===== config.mk =====
export PLATFORM = sky130hd
export DESIGN_NAME = wb_spram_arbiter
export DESIGN_NICKNAME = d
export VERILOG_FILES = /design/src/rtl/wb_spram_arbiter.sv
export SDC_FILE = /design/constraint.sdc
export NUM_CORES = 1
export LEC_CHECK = 0
export CORE_AREA = 5 5 122 124
export CTS_CLUSTER_DIAMETER = 150
export DETAILED_ROUTE_END_ITERATION = 6
export DIE_AREA = 0 0 127 129
export SLEW_MARGIN = 20
export SYNTH_ARGS = -nofsm -noshare
export SYNTH_HDL_FRONTEND = slang
export SYNTH_SLANG_ARGS = --single-unit

===== constraint.sdc =====
create_clock -name clk -period 2.1 [get_ports clk]
set_input_delay 0.63 -clock clk [delete_from_list [all_inputs] [get_ports clk]]
set_output_delay 0.63 -clock clk [all_outputs]
set_load 0.02 [all_outputs]

===== src/rtl/wb_spram_arbiter.sv =====
// Two-master, one-slave pipelined Wishbone arbiter placed in front of a
// single-port RAM. Round-robin grant, ownership locked for a whole cyc tenure,
// and an outstanding-strobe counter that throttles the owner so no more than
// MAX_OUTSTANDING requests are ever awaiting a response.
module wb_spram_arbiter #(
    parameter int ADDR_WIDTH      = 32,
    parameter int DATA_WIDTH      = 32,
    parameter int MAX_OUTSTANDING = 2
) (
    input  logic                    clk,
    input  logic                    rst_n,

    input  logic                    m0_cyc,
    input  logic                    m0_stb,
    input  logic                    m0_we,
    input  logic [ADDR_WIDTH-1:0]   m0_adr,
    input  logic [DATA_WIDTH/8-1:0] m0_sel,
    input  logic [DATA_WIDTH-1:0]   m0_dat_w,
    output logic [DATA_WIDTH-1:0]   m0_dat_r,
    output logic                    m0_ack,
    output logic                    m0_err,
    output logic                    m0_stall,

    input  logic                    m1_cyc,
    input  logic                    m1_stb,
    input  logic                    m1_we,
    input  logic [ADDR_WIDTH-1:0]   m1_adr,
    input  logic [DATA_WIDTH/8-1:0] m1_sel,
    input  logic [DATA_WIDTH-1:0]   m1_dat_w,
    output logic [DATA_WIDTH-1:0]   m1_dat_r,
    output logic                    m1_ack,
    output logic                    m1_err,
    output logic                    m1_stall,

    output logic                    s_cyc,
    output logic                    s_stb,
    output logic                    s_we,
    output logic [ADDR_WIDTH-1:0]   s_adr,
    output logic [DATA_WIDTH/8-1:0] s_sel,
    output logic [DATA_WIDTH-1:0]   s_dat_w,
    input  logic [DATA_WIDTH-1:0]   s_dat_r,
    input  logic                    s_ack,
    input  logic                    s_err,
    input  logic                    s_stall
);

    localparam int CNT_WIDTH = $clog2(MAX_OUTSTANDING + 1);

    typedef enum logic [1:0] {
        IDLE = 2'd0,
        OWN0 = 2'd1,
        OWN1 = 2'd2
    } state_t;

    state_t               state;
    state_t               state_next;
    logic                 last_grant;
    logic                 last_grant_next;
    logic [CNT_WIDTH-1:0] outstanding;
    logic [CNT_WIDTH-1:0] outstanding_next;
    logic                 full;
    logic                 accept;
    logic                 resp;

    assign full   = (outstanding == CNT_WIDTH'(MAX_OUTSTANDING));
    assign accept = s_stb & ~s_stall;
    assign resp   = s_ack | s_err;

    // Read data is broadcast; only the owner's ack qualifies it.
    assign m0_dat_r = s_dat_r;
    assign m1_dat_r = s_dat_r;

    // State, round-robin pointer and outstanding counter registers.
    always_ff @(posedge clk or negedge rst_n) begin
        if (!rst_n) begin
            state       <= IDLE;
            last_grant  <= 1'b1;
            outstanding <= '0;
        end else begin
            // NOTE: non-blocking assignments so every register samples the
            // pre-edge values of the others, independent of statement order.
            state       <= state_next;
            last_grant  <= last_grant_next;
            outstanding <= outstanding_next;
        end
    end

    // Next-state: arbitrate from IDLE, hold ownership until the owner drops cyc.
    always_comb begin
        // NOTE: defaults first so every path assigns every output; a missing
        // branch would otherwise infer a latch.
        state_next      = state;
        last_grant_next = last_grant;
        unique case (state)
            IDLE: begin
                if (m0_cyc && (!m1_cyc || last_grant)) begin
                    state_next      = OWN0;
                    last_grant_next = 1'b0;
                end else if (m1_cyc) begin
                    state_next      = OWN1;
                    last_grant_next = 1'b1;
                end
            end
            OWN0:    if (!m0_cyc) state_next = IDLE;
            OWN1:    if (!m1_cyc) state_next = IDLE;
            default: state_next = IDLE;
        endcase
    end

    // Outstanding count: cleared whenever no tenure is active or one is ending,
    // so responses to an aborted cycle can never be credited to the next owner.
    always_comb begin
        outstanding_next = outstanding;
        if (state == IDLE || state_next == IDLE) begin
            outstanding_next = '0;
        end else if (accept && !(resp && outstanding != '0)) begin
            outstanding_next = outstanding + 1'b1;
        end else if (!accept && resp && outstanding != '0) begin
            outstanding_next = outstanding - 1'b1;
        end
    end

    // Output decode: forward the owner to the slave, park the other master.
    always_comb begin
        s_cyc    = 1'b0;
        s_stb    = 1'b0;
        s_we     = 1'b0;
        s_adr    = '0;
        s_sel    = '0;
        s_dat_w  = '0;
        m0_ack   = 1'b0;
        m0_err   = 1'b0;
        m0_stall = 1'b1;
        m1_ack   = 1'b0;
        m1_err   = 1'b0;
        m1_stall = 1'b1;
        unique case (state)
            OWN0: begin
                s_cyc    = m0_cyc;
                s_stb    = m0_stb & ~full;
                s_we     = m0_we;
                s_adr    = m0_adr;
                s_sel    = m0_sel;
                s_dat_w  = m0_dat_w;
                m0_stall = s_stall | full;
                m0_ack   = s_ack;
                m0_err   = s_err;
            end
            OWN1: begin
                s_cyc    = m1_cyc;
                s_stb    = m1_stb & ~full;
                s_we     = m1_we;
                s_adr    = m1_adr;
                s_sel    = m1_sel;
                s_dat_w  = m1_dat_w;
                m1_stall = s_stall | full;
                m1_ack   = s_ack;
                m1_err   = s_err;
            end
            default: ;
        endcase
    end

endmodule


== Yosys cells after proc, flatten, opt, wreduce, memory -nomap -nowiden ==
Index checks and enable logic that the tools add are counted.

* Flip-flop bits (word level): 5
* Logic and storage cells: 53
* Output and inout bits: 141
* Bits of input ports: 179

* Bitwise logic cells: 7
* Reduce and logical (&&, ||, !) cells: 16
* Muxes and demuxes: 22
* Equality and inequality tests: 3
* Add/subtract/negate cells: 2

{| class="wikitable"
|+ Operator list
! cell !! number
|-
| case mux 32 bit (2 select lines) || 2
|-
| two-way mux 2 bit || 7
|-
| two-way mux 1 bit || 8
|-
| case mux 4 bit (2 select lines) || 1
|-
| case mux 1 bit (2 select lines) || 3
|-
| case mux 2 bit (3 select lines) || 1
|-
| logical AND 1 bit || 5
|-
| equality test 2 bit, second input constant || 2
|-
| zero test 2 bit || 2
|-
| nonzero test 2 bit || 2
|-
| AND 1 bit || 3
|-
| zero test 1 bit || 3
|-
| nonzero test 3 bit || 1
|-
| adder 2 x 1 -> 2 bit, second input constant || 1
|-
| equality test 2 x 1 -> 1 bit, second input constant || 1
|-
| logical OR 1 bit || 2
|-
| NOT 1 bit || 2
|-
| OR 1 bit || 2
|-
| AND reduction 2 bit || 1
|-
| subtractor 2 x 1 -> 2 bit, second input constant || 1
|}

== Logic depth before layout (Yosys ltp) ==
Gate-level depths: netlist of run 1.

* Depth in word-level cells: 11
* Mapped depth: 7
* Mapped depth without buffers: 6

== Worst setup path before layout of run 1 ==
No wires, ideal clock.

* Kind: reg-to-output
* Start: register state[0]
* End: output s_adr[0]
* Slack: -191 ps
* Path buffers: 3
* Arrival: 1661 ps
* Data required time: 1470 ps
* Stages on the path, launching flop included: 8
* Path through: dfrtp_1 > inv_1 > ha_1 > buf_4 > buf_2 > buf_1 > a22oi_1 > nor2b_1

* Word-level cells in the longest chain between the ends: 2
* Elaborated cells between the ends (all ways): 3
* Those cells by class: 2 x eq/ne; 1 x mux

{| class="wikitable"
|+ Ends and longest elaborated chain
! element !! RTL line !! source
|-
| start, declared || 55 || <nowiki>state_t state;</nowiki>
|-
| start signal, assigned || 82 || <nowiki>state <= state_next;</nowiki>
|-
| equality test 2 bit / equality test 2 x 1 -> 1 bit (equally long branches) || 137 || <nowiki>unique case (state)</nowiki>
|-
| case mux 32 bit (2 select lines) * || 137 ||
|-
| end, declared || 38 || <nowiki>output logic [ADDR_WIDTH-1:0] s_adr,</nowiki>
|}

Mark *: on every way between the ends. The rest lies on a longest branch, timed or not.

== Worst setup path in the final report of run 1 ==
* Start: register state[1]
* End: output s_dat_w[11]

* Word-level cells in the longest chain between the ends: 2
* Elaborated cells between the ends (all ways): 3
* Those cells by class: 2 x eq/ne; 1 x mux

{| class="wikitable"
|+ Ends and longest elaborated chain
! element !! RTL line !! source
|-
| equality test 2 bit / equality test 2 x 1 -> 1 bit (equally long branches) || 137 ||
|-
| case mux 32 bit (2 select lines) * || 137 ||
|-
| end, declared || 40 || <nowiki>output logic [DATA_WIDTH-1:0] s_dat_w,</nowiki>
|}

Marked as above.

==> results of run 1 <==
## registers in the layout, summed over array words and instances, names as in the netlist
name and cells:
last_grant 1, state 2, outstanding 2
## routing by layer
| metal | GRT usage (%) | routed length, µm | vias to the layer above |
|---|---|---|---|
| met4 | 4.23 | 324 | 0 |
| li1 | - | - | 1301 |
| met2 | 23.8 | 6290 | 137 |
| met1 | 14.3 | 4220 | 1331 |
| met3 | 3.11 | 854 | 36 |
| met5 | 0 | 0 | - |
## through the flow
step | setup slack, ns | utilization, % | power [mW] | cells | hold slack [ns]
3_3_place_gp | -0.546 | 31.2 | 4.42 | 615 | 0.531
3_5_place_dp | -0.539 | 31.2 | 4.46 | 615 | 0.544
2_1_floorplan | 0.0154 | - | 2.73 | 279 | 0.334
4_1_cts | -0.217 | 35.5 | 5.83 | 641 | 0.554
5_1_grt | -0.244 | 38.2 | 6.67 | 645 | 0.567
6_report | -0.180 | 38.2 | 6.32 | 645 | 0.554
## repair_timing
| action | in CTS | in global routing |
|---|---|---|
| buffers inserted | 14 | 6 |
| pin swaps | 16 | 23 |
| gates cloned | 8 | 0 |
| endpoints found under the setup margin | 77 | 75 |
| resized for setup | 450 | 91 |
## cell families after synthesis
kind of cell               synth area share [%]
AOI/OAI and AO/OA                          30.5
adders and majority gates                  3.17
buffers and inverters                      29.6
DFF                                        6.40
muxes                                      1.65
and+or+nand+nor                            28.6
## worst max-delay path, delay by kind of cell (launching register included)
family	cells	cell delay, ns
fa+ha+maj	1	0.25
simple gates	1	0.12
buf+inv	4	0.55
flops	1	0.42
compound gates	1	0.07
## area by class of cell
cell class | instances | area, µm²
Multi-Input combinational cell | 184 | 1840
Tap cell | 180 | 225
Fill cell | 1370 | 8440
Sequential cell | 5 | 126
Timing Repair Buffer | 269 | 2940
Inverter | 3 | 11.3
Clock buffer | 4 | 78.8
## final timing paths
path / cells after the start / from / to
min: 2 / last_grant$_DFFE_PN1P_ / last_grant$_DFFE_PN1P_
min in group asynchronous: 1 / rst_n / outstanding[0]$_DFFE_PN0P_
max reg2reg: 9 / state[1]$_DFF_PN0_ / outstanding[1]$_DFFE_PN0P_
min reg2reg: 2 / last_grant$_DFFE_PN1P_ / last_grant$_DFFE_PN1P_
max in group asynchronous: 1 / rst_n / last_grant$_DFFE_PN1P_
max: 7 / state[1]$_DFF_PN0_ / s_dat_w[11]
## cells in the final DEF (no fill, tap or decap), types with 6 or more instances in the layout
cell             count
a22oi_1             12
buf_16               7
nor2b_4              7
buf_6               67
nand2_1              6
buf_4               33
clkdlybuf4s50_1    143
nor2b_2             62
a22oi_2             57
buf_12              11
## power by group through the flow
stage	clock network, mW	logic [mW]	registers [mW]
5_1_grt	0.330	6.17	0.170
6_report	0.319	5.84	0.166
2_1_floorplan	0	2.57	0.161
3_5_place_dp	0	4.30	0.160
4_1_cts	0.321	5.35	0.166
3_3_place_gp	0	4.26	0.158
==> metrics.md, run 1 <==
| Metric | Value |
|---|---|
| Outcome | `complete, but fails checks` |
| Failing checks | `setup timing` |
| Core Region | `13700 µm²` |
| Post-DP Area | `4260 µm²` |
| Clock transition at the registers of the reported paths | `0.03 ns` |
| Largest net degree at the start of global routing | `36` |
| Slowest stage cell, crit path | `dfrtp_1` |
| Cell variety after synth | `25` |
| Initial drt markers | `105` |
| Clock root buffer | `clkbuf_16` |
| Top cell type's share of synthesized area | `26.2%` |
| # rows | `43` |
| Initial antenna violation count | `0` |
| Die ar. | `16400 µm²` |
| GR Util All Layers | `12.8%` |
| Asr flop ratio synth | `100%` |
| Initial DRT Pass Iterations | `4` |
| HP Class | `flop to flop` |
| Final period util | `109%` |
| Sink Count | `5` |
| CTS max path bufs | `2` |
| Synth Flop Type | `dfrtp_1` |
| DR WL/cell | `18.1 µm` |
| HPWL Detailed | `8.09 mm` |
| CTS tree | `yes` |
| Worst Setup End Kind | `output pin` |
| Largest fanout on the critical path | `8` |
| PD cells | `1210 nW/µm²` |
| Critical path launch point type | `flop` |
| Maxcap violations | `0` |
| Pleak | `1.94 nW` |
| Commonest cells in the netlist | `nor2b_1 (73), a22oi_1 (69), buf_4 (65), clkbuf_1 (16), nand2_1 (6)` |
| Final TNS setup | `-9.61 ns` |
| Vias | `about 2800` |
| Cts bufs inserted | `3` |
| Final hold viol count | `0` |
| Die Y | `129 µm` |
| Achievable frequency | `0.439 GHz` |
| WL final | `11.7 mm` |
| Post-Route Skew | `0.000484 ns` |
| Net Sw Frac | `42.5%` |
| Routability cong. | `~0.82` |
| Syn Inst Count | `279` |
| Critical-path cell list | `inv_2 > ha_4 > buf_12 > buf_16 > a22oi_2 > nor2b_2 > buf_6` |
| Die X | `127 µm` |
| Worst Path Class, Setup | `flop to output pin` |
| Area grow syn2layout | `165%` |
| Final setup violation count | `between 70 and 80` |
| Time the worst path needs with I/O delays and setup | `2.28 ns` |
| IR Drop Worst-Case VDD | `753 µV` |
| Unrepaired setup endpoints after global routing | `true` |
| Cell taking the most area after synthesis | `a22oi_1` |
| Syn Nets | `about 460` |
| Design area | `5220 µm²` |
| Synth Cell Area | `1970 µm²` |
| DRC viols | `0` |
| Crit-path max cell delay | `0.42 ns` |
| Vias in the first global route | `3003` |
| Final WS setup | `-0.180 ns` |
| Antenna viol nets, final | `0` |
| EDFF count, synth | `0` |
| Worst Path Required | `1.47 ns` |
| Worst-Margin Slew | `~0.38 ns` |
| Leading post-synthesis cells by cell area | `a22oi_1 (26%), buf_4 (25%), nor2b_1 (23%)` |
| Clock power frac | `5.0%` |
| Max Slew Vio Count | `0` |
| CTS H-tree lvls | `1` |
| Slew Limit Headroom | `74.6%` |
| Post-Syn Area per Cell | `between 7 and 8 µm²` |
| NetSw | `2.69 mW` |
| Initial Util | `14.4%` |
| Vias/cell | `4.35` |
| Global-route congestion overflow total | `0` |
| Seq pwr share | `2.6%` |
| Worst EP arrival | `1.65 ns` |
| First-pass GRT wire length | `16.9 mm` |
| Int Power | `3.64 mW` |
| Diode count | `0` |
| Hold buffer count at cts | `0` |
| Sequential element share of the synthesized area | `6.40%` |
| Fin nets | `650` |
| Cell with the most instances after synthesis | `nor2b_1` |
| Share of layout cells above drive strength 1 | `just under 60%` |
| Ys Warns | `0` |
| Post-synthesis register bit count | `5` |
| Comb pwr share | `between 90% and 100%` |
| IO buf count | `223` |
| Clk Latency, worst-skew pair | `0.23 ns` |
| I/O pin total | `320` |
| Reg2reg setup slack | `between 0.1 and 0.15 ns` |
(Power assumes the default switching activity.)
==> run 2: changes to the inputs <==
Settings changed: ABC_AREA set to 0, CELL_PAD_IN_SITES_DETAIL_PLACEMENT set to 1, CELL_PAD_IN_SITES_GLOBAL_PLACEMENT set to 1, CORE_AREA 5 5 122 124 to unset, CORE_MARGIN set to 5, CORE_UTILIZATION set to 11, DIE_AREA 0 0 127 129 to unset, PLACE_DENSITY_LB_ADDON set to 0.1, SLEW_MARGIN 20 to 10.
==> run 2 against run 1 <==
The run still ends with setup timing left. Highest routed layer unchanged. Via count is 2.1% higher. Sequential share of layout area is 0.19 points lower. Clock-buffer cell count stayed put. Largest power group unchanged. Fmax is 3.6% lower. Power is 16% higher. Clock power hardly changed.
==> metrics.md, run 2 (synthesized netlist as in run 1, its figures left out) <==
| Metric | Value |
|---|---|
| Outcome | `complete, but fails checks` |
| Failing checks | `setup timing` |
| Pleak | `2.10 nW` |
| Hold buffer count at cts | `0` |
| Worst Path Required | `1.47 ns` |
| Final std cells w/o fill | `722` |
| Comb pwr share | `93.5%` |
| Worst Path Class, Setup | `flop to output pin` |
| CTS max path bufs | `2` |
| Vias in the first global route | `between 3000 and 4000` |
| Final hold viol count | `0` |
| Commonest non-fill, non-tap cells in the layout | `clkdlybuf4s50_1 (145), buf_6 (82), a22oi_2 (69), nor2b_2 (65), buf_4 (38)` |
| Clock transition at the registers of the reported paths | `~0.03 ns` |
| I/O pin total | `320` |
| Max Slew Vio Count | `0` |
| DR WL/cell | `19.7 µm` |
| Net Sw Frac | `41.8%` |
| Die Y | `144 µm` |
| Routability cong. | `between 0.6 and 0.7` |
| Cts bufs inserted | `3` |
| # rows | `just under 50` |
| Clock root buffer | `clkbuf_16` |
| First-pass GRT wire length | `19.4 mm` |
| Critical path launch point type | `flop` |
| CTS H-tree lvls | `1` |
| Initial DRT Pass Iterations | `4` |
| Initial drt markers | `52` |
| Int Power | `around 4.3 mW` |
| Largest fanout on the critical path | `13` |
| # fillers | `~2000` |
| PD cells | `around 1300 nW/µm²` |
| DP Cell Count | `668` |
| Achievable frequency | `0.423 GHz` |
| Antenna viol nets, final | `0` |
| IR Drop Worst-Case VDD | `772 µV` |
| IO buf count | `223` |
| Top flop regs | `outstanding (2), state (2), last_grant (1)` |
| Die X | `approximately 140 µm` |
| NetSw | `between 3 and 4 mW` |
| Final setup violation count | `71` |
| Critical-path cell list | `buf_6 > ha_4 > buf_12 > buf_16 > buf_6 > buf_6 > a22oi_2 > nor2b_2 > buf_6` |
| Fin nets | `678` |
| Vias/cell | `roughly 4.0` |
| Global-route congestion overflow total | `0` |
| Unrepaired setup endpoints after global routing | `true` |
| Seq pwr share | `roughly 2.2%` |
| HPWL Detailed | `9.15 mm` |
| Final WS setup | `-0.264 ns` |
| DRC viols | `0` |
| Clock power frac | `4.3%` |
| Sink Count | `5` |
| Time the worst path needs with I/O delays and setup | `2.36 ns` |
| Worst EP arrival | `about 1.7 ns` |
| Largest net degree at the start of global routing | `20` |
| Diode count | `0` |
| WL final | `approximately 14 mm` |
| Most used cell along the critical path | `buf_6` |
| Slew Limit Headroom | `about three quarters` |
| Post-Route Skew | `roughly 0.00028 ns` |
| Leading cell type in the layout, fill and taps excluded | `clkdlybuf4s50_1` |
| Initial Util | `11.1%` |
| Initial antenna violation count | `0` |
| Final period util | `113%` |
| Slowest stage cell, crit path | `dfrtp_1` |
| Worst Setup End Kind | `output pin` |
| Crit-path max cell delay | `0.39 ns` |
| Worst-Margin Slew | `a little under 0.4 ns` |
| Die ar. | `20700 µm²` |
| Area grow syn2layout | `187%` |
| Core Region | `around 18000 µm²` |
| Maxcap violations | `0` |
| CTS tree | `yes` |
| Pre-CTS WS | `-0.749 ns` |
| Vias | `2864` |
| HP Class | `flop to flop` |
| Clk Latency, worst-skew pair | `0.23 ns` |
| GR Util All Layers | `12.2%` |
| Share of layout cells above drive strength 1 | `63.1%` |
-- run 2: cell count changes in the layout (fill, tap and decap cells not counted), moves of 2 or more --
cell and delta:
a22oi_2 +12, nor2b_2 +3, buf_8 +4, buf_6 +15, clkdlybuf4s50_1 +2, a22oi_1 -12
buf_4 +5, dlymetal6s2s_1 -2, clkbuf_16 +5, clkdlybuf4s15_2 +2, nor2b_4 -3
-- run 2: power groups by stage --
stage	Clock, mW	Combinational (mW)	Sequential (mW)
floorplan	0	2.57	0.161
global placement	0	4.44	0.159
detailed placement	0	4.47	0.162
CTS	0.323	6.35	0.161
global route	0.337	7.28	0.167
finish	0.317	6.85	0.160
-- run 2: layout make-up --
type | count | area [µm²] | area share [%]
Inverter | 3 | 11.3 | 0.199
Multi-Input combinational cell | 184 | 1890 | 33.4
Sequential cell | 5 | 126 | 2.23
Tap cell | 229 | 287 | 5.06
Timing Repair Buffer | 297 | 3270 | 57.7
Clock buffer | 4 | 78.8 | 1.39
-- run 2: stage by stage --
stage | util [%] | total power, mW | cell area (µm²) | setup TNS, ns | hold slack (ns)
after global placement | 24.4 | 4.60 | 4350 | -33.27 | 0.530
after global routing | 31.7 | 7.78 | 5660 | -14.73 | 0.608
after floorplan | - | 2.73 | 2150 | 0 | 0.334
after detailed placement | 24.4 | 4.63 | 4350 | -34.04 | 0.558
after CTS | 29.5 | 6.83 | 5270 | -18.96 | 0.563
final | 31.7 | 7.32 | 5660 | -10.06 | 0.563
-- run 2: path summary, 6_finish.rpt --
check / from / end / slack [ns] / cells past startpoint
min reg2reg: last_grant$_DFFE_PN1P_ / last_grant$_DFFE_PN1P_ / 0.56 / 2
min: last_grant$_DFFE_PN1P_ / last_grant$_DFFE_PN1P_ / 0.56 / 2
max: state[0]$_DFF_PN0_ / s_adr[0] / -0.26 / 9
max reg2reg: state[1]$_DFF_PN0_ / outstanding[1]$_DFFE_PN0P_ / 0.14 / 7
max in group asynchronous: rst_n / last_grant$_DFFE_PN1P_ / 1.18 / 1
min in group asynchronous: rst_n / state[0]$_DFF_PN0_ / 0.65 / 1
-- run 2: worst max-delay path: cells and delay by family, from the launching register on --
| family | cells | cell delay, ns |
|---|---|---|
| and+or+nand+nor | 1 | 0.06 |
| buffers and inverters | 6 | 0.76 |
| DFF | 1 | 0.39 |
| AOI/OAI and AO/OA | 1 | 0.12 |
| adders and majority gates | 1 | 0.18 |
-- run 2: what timing repair did --
action                                  4_1_cts  5_1_grt
pin swaps                                    26       28
setup buffers                                29       13
cloned                                        8        5
gates resized for setup                     484       88
endpoints found under the setup margin       79       77
-- run 2: per-layer routing --
metal,up-vias,GRT usage [%],part of all wire [%]
li1,1360,-,-
met1,1365,13.9,37
met2,118,23.4,53
met3,21,2.12,8.2
met4,0,3.02,2.0
met5,-,0,0
==> run 3: changes to the inputs <==
Settings changed: PLACE_DENSITY_LB_ADDON 0.1 to 0.08.
==> run 3 against run 2 <==
The run still ends with setup timing left. Wire length fell by 8.7%. Non-clock buffer count fell by 20. Fmax rose by 0.75%. Sequential share of layout area rose by 0.19 points. Global-route usage fell by 1.6 points. Clock skew rose by 0.0037 ns. Sequential power barely moved. First-iteration DRC count fell by 12%. Setup slack improved by 0.018 ns. Flip-flop and latch count did not move. Critical path type unchanged. Critical endpoint is now s_we. Largest power group unchanged.
==> metrics.md, run 3 (synthesized netlist as in run 1, its figures left out) <==
| Metric | Value |
|---|---|
| Core Region | `17800 µm²` |
| Vias in the first global route | `2987` |
| Routability cong. | `0.691` |
| DP Cell Count | `669` |
| Post-Route Skew | `between 0.003 and 0.004 ns` |
| Worst-case reg-to-reg path depth | `8` |
| Die Y | `144 µm` |
| Cts bufs inserted | `3` |
| Worst Path Class, Setup | `flop to output pin` |
| Final std cells w/o fill | `702` |
| Vias | `about 2800` |
| Diode count | `0` |
| Final hold viol count | `0` |
| DRC viols | `0` |
| Initial antenna violation count | `1` |
| # rows | `49` |
| GR Util All Layers | `10.6%` |
| Maxcap violations | `0` |
| Commonest non-fill, non-tap cells in the layout | `clkdlybuf4s50_1 (146), nor2b_2 (68), buf_6 (55), a22oi_2 (42), buf_4 (35)` |
| Clock root buffer | `clkbuf_16` |
| Crit Reg-Reg Endpoint | `outstanding[1]$_DFFE_PN0P_` |
| Crit-path max cell delay | `0.40 ns` |
| Time the worst path needs with I/O delays and setup | `2.35 ns` |
| Final TNS setup | `-11.28 ns` |
| Initial Util | `11.1%` |
| Critical path launch point type | `flop` |
| I/O pin total | `320` |
| Area grow syn2layout | `164%` |
| Worst Path Required | `around 1.5 ns` |
| CTS max path bufs | `2` |
| Vias/cell | `3.93` |
| First-pass GRT wire length | `17.3 mm` |
| Final WS setup | `-0.247 ns` |
| Worst EP arrival | `1.72 ns` |
| Sink Count | `5` |
| Max Slew Vio Count | `0` |
| Global-route congestion overflow total | `0` |
| # fillers | `approximately 2000` |
| Worst Setup End Kind | `output pin` |
| Share of layout cells above drive strength 1 | `56.4%` |
| CTS H-tree lvls | `1` |
| HP Class | `flop to flop` |
| Final period util | `112%` |
| IO buf count | `223` |
| WHS Endpoint | `last_grant$_DFFE_PN1P_` |
| Fin nets | `roughly 660` |
| Hold buffer count at cts | `0` |
| Unrepaired setup endpoints after global routing | `true` |
| Largest fanout on the critical path | `16` |
| PD cells | `1220 nW/µm²` |
| Top flop regs | `outstanding (2), state (2), last_grant (1)` |
| Reg2reg setup slack | `0.09 ns` |
| Initial drt markers | `46` |
| Failing checks | `setup timing` |
| Antenna viol nets, final | `0` |
| Final setup violation count | `76` |
| Hold wc startpoint | `last_grant$_DFFE_PN1P_` |
| Outcome | `complete, but fails checks` |
| R2r startpoint | `state[1]$_DFF_PN0_` |
| Die ar. | `about 21000 µm²` |
| Die X | `144 µm` |
| WL final | `13.0 mm` |
| Worst-Margin Slew | `0.321 ns` |
| WHS Path Cells | `2` |
| Clk Latency, worst-skew pair | `0.23 ns` |
| Achievable frequency | `0.426 GHz` |
| Slew Limit Headroom | `around 80%` |
| Slowest stage cell, crit path | `dfrtp_1` |
| Pleak | `1.90 nW` |
| Leading cell type in the layout, fill and taps excluded | `clkdlybuf4s50_1` |
| Critical-path cell list | `buf_6 > ha_4 > clkbuf_16 > a22oi_1 > nor2b_2 > clkdlybuf4s15_2` |
| CTS tree | `yes` |
| IR Drop Worst-Case VDD | `665 µV` |
| DR WL/cell | `between 15 and 20 µm` |
| HPWL Detailed | `9.09 mm` |
| Initial DRT Pass Iterations | `3` |
| Largest net degree at the start of global routing | `35` |
| Clock transition at the registers of the reported paths | `0.04 ns` |
==> run 3: cell types whose count changed in the layout (fill, tap and decap cells not counted), sizes merged <==
| cell | change |
|---|---|
| dlymetal6s2s | -1 |
| clkdlybuf4s50 | +1 |
| clkdlybuf4s15 | +11 |
| buf | -31 |
==> run 3: power breakdown <==
group	switching, mW	internal [mW]	leakage, nW
Clock	0.0624	0.252	0.0382
Sequential	0.0294	0.134	0.0639
Combinational	2.63	3.23	1.80
==> run 3: final cells by class <==
type                       count  area, µm²  share of cell area [%]
timing repair buffer         277       2960                    56.9
multi-input combinational    184       1750                    33.5
tap                          229        287                    5.50
sequential                     5        126                    2.42
inverter                       3       11.3                   0.216
clock buffer                   4       78.8                    1.51
==> run 3: layer usage <==
metal,GRT usage [%],vias to the layer above,part of all wire [%]
met5,0,-,0
met2,21.3,130,54
li1,-,1307,-
met4,1.68,0,1.1
met3,2.02,14,8.5
met1,11.5,1308,37
==> run 3: timing repair <==
item / 4_1_cts / 5_1_grt
resized for setup: 313 / 165
pin swaps: 2 / 18
buffers inserted: 10 / 12
gates cloned: 4 / 5
endpoints found under the setup margin: 77 / 77
==> run 3: critical path, delay by kind of cell (launching register included) <==
family	cells	cell delay (ns)
simple gates	1	0.07
flops	1	0.40
buf+inv	3	0.58
compound gates	1	0.22
fa+ha+maj	1	0.20
==> run 3: worst max-delay path by stage <==
stage	from	to	cells after the start
6_report	state[1]$_DFF_PN0_	s_we	6
2_1_floorplan	state[0]$_DFF_PN0_	s_stb	5
3_5_place_dp	m1_stb	s_stb	4
3_3_place_gp	m0_cyc	s_cyc	5
4_1_cts	state[1]$_DFF_PN0_	s_dat_w[14]	7
5_1_grt	state[1]$_DFF_PN0_	s_adr[10]	6
==> run 3: through the flow <==
stage	hold WS [ns]	area (µm²)	utilization (%)	total power, mW	worst slack (ns)
finish	0.547	5210	29.2	6.34	-0.247
global route	0.596	5210	29.2	6.74	-0.298
CTS	0.547	4810	26.9	5.59	-0.298
detailed placement	0.547	4360	24.4	4.62	-0.545
global placement	0.533	4360	24.4	4.61	-0.545
floorplan	0.334	2150	-	2.73	0.0154
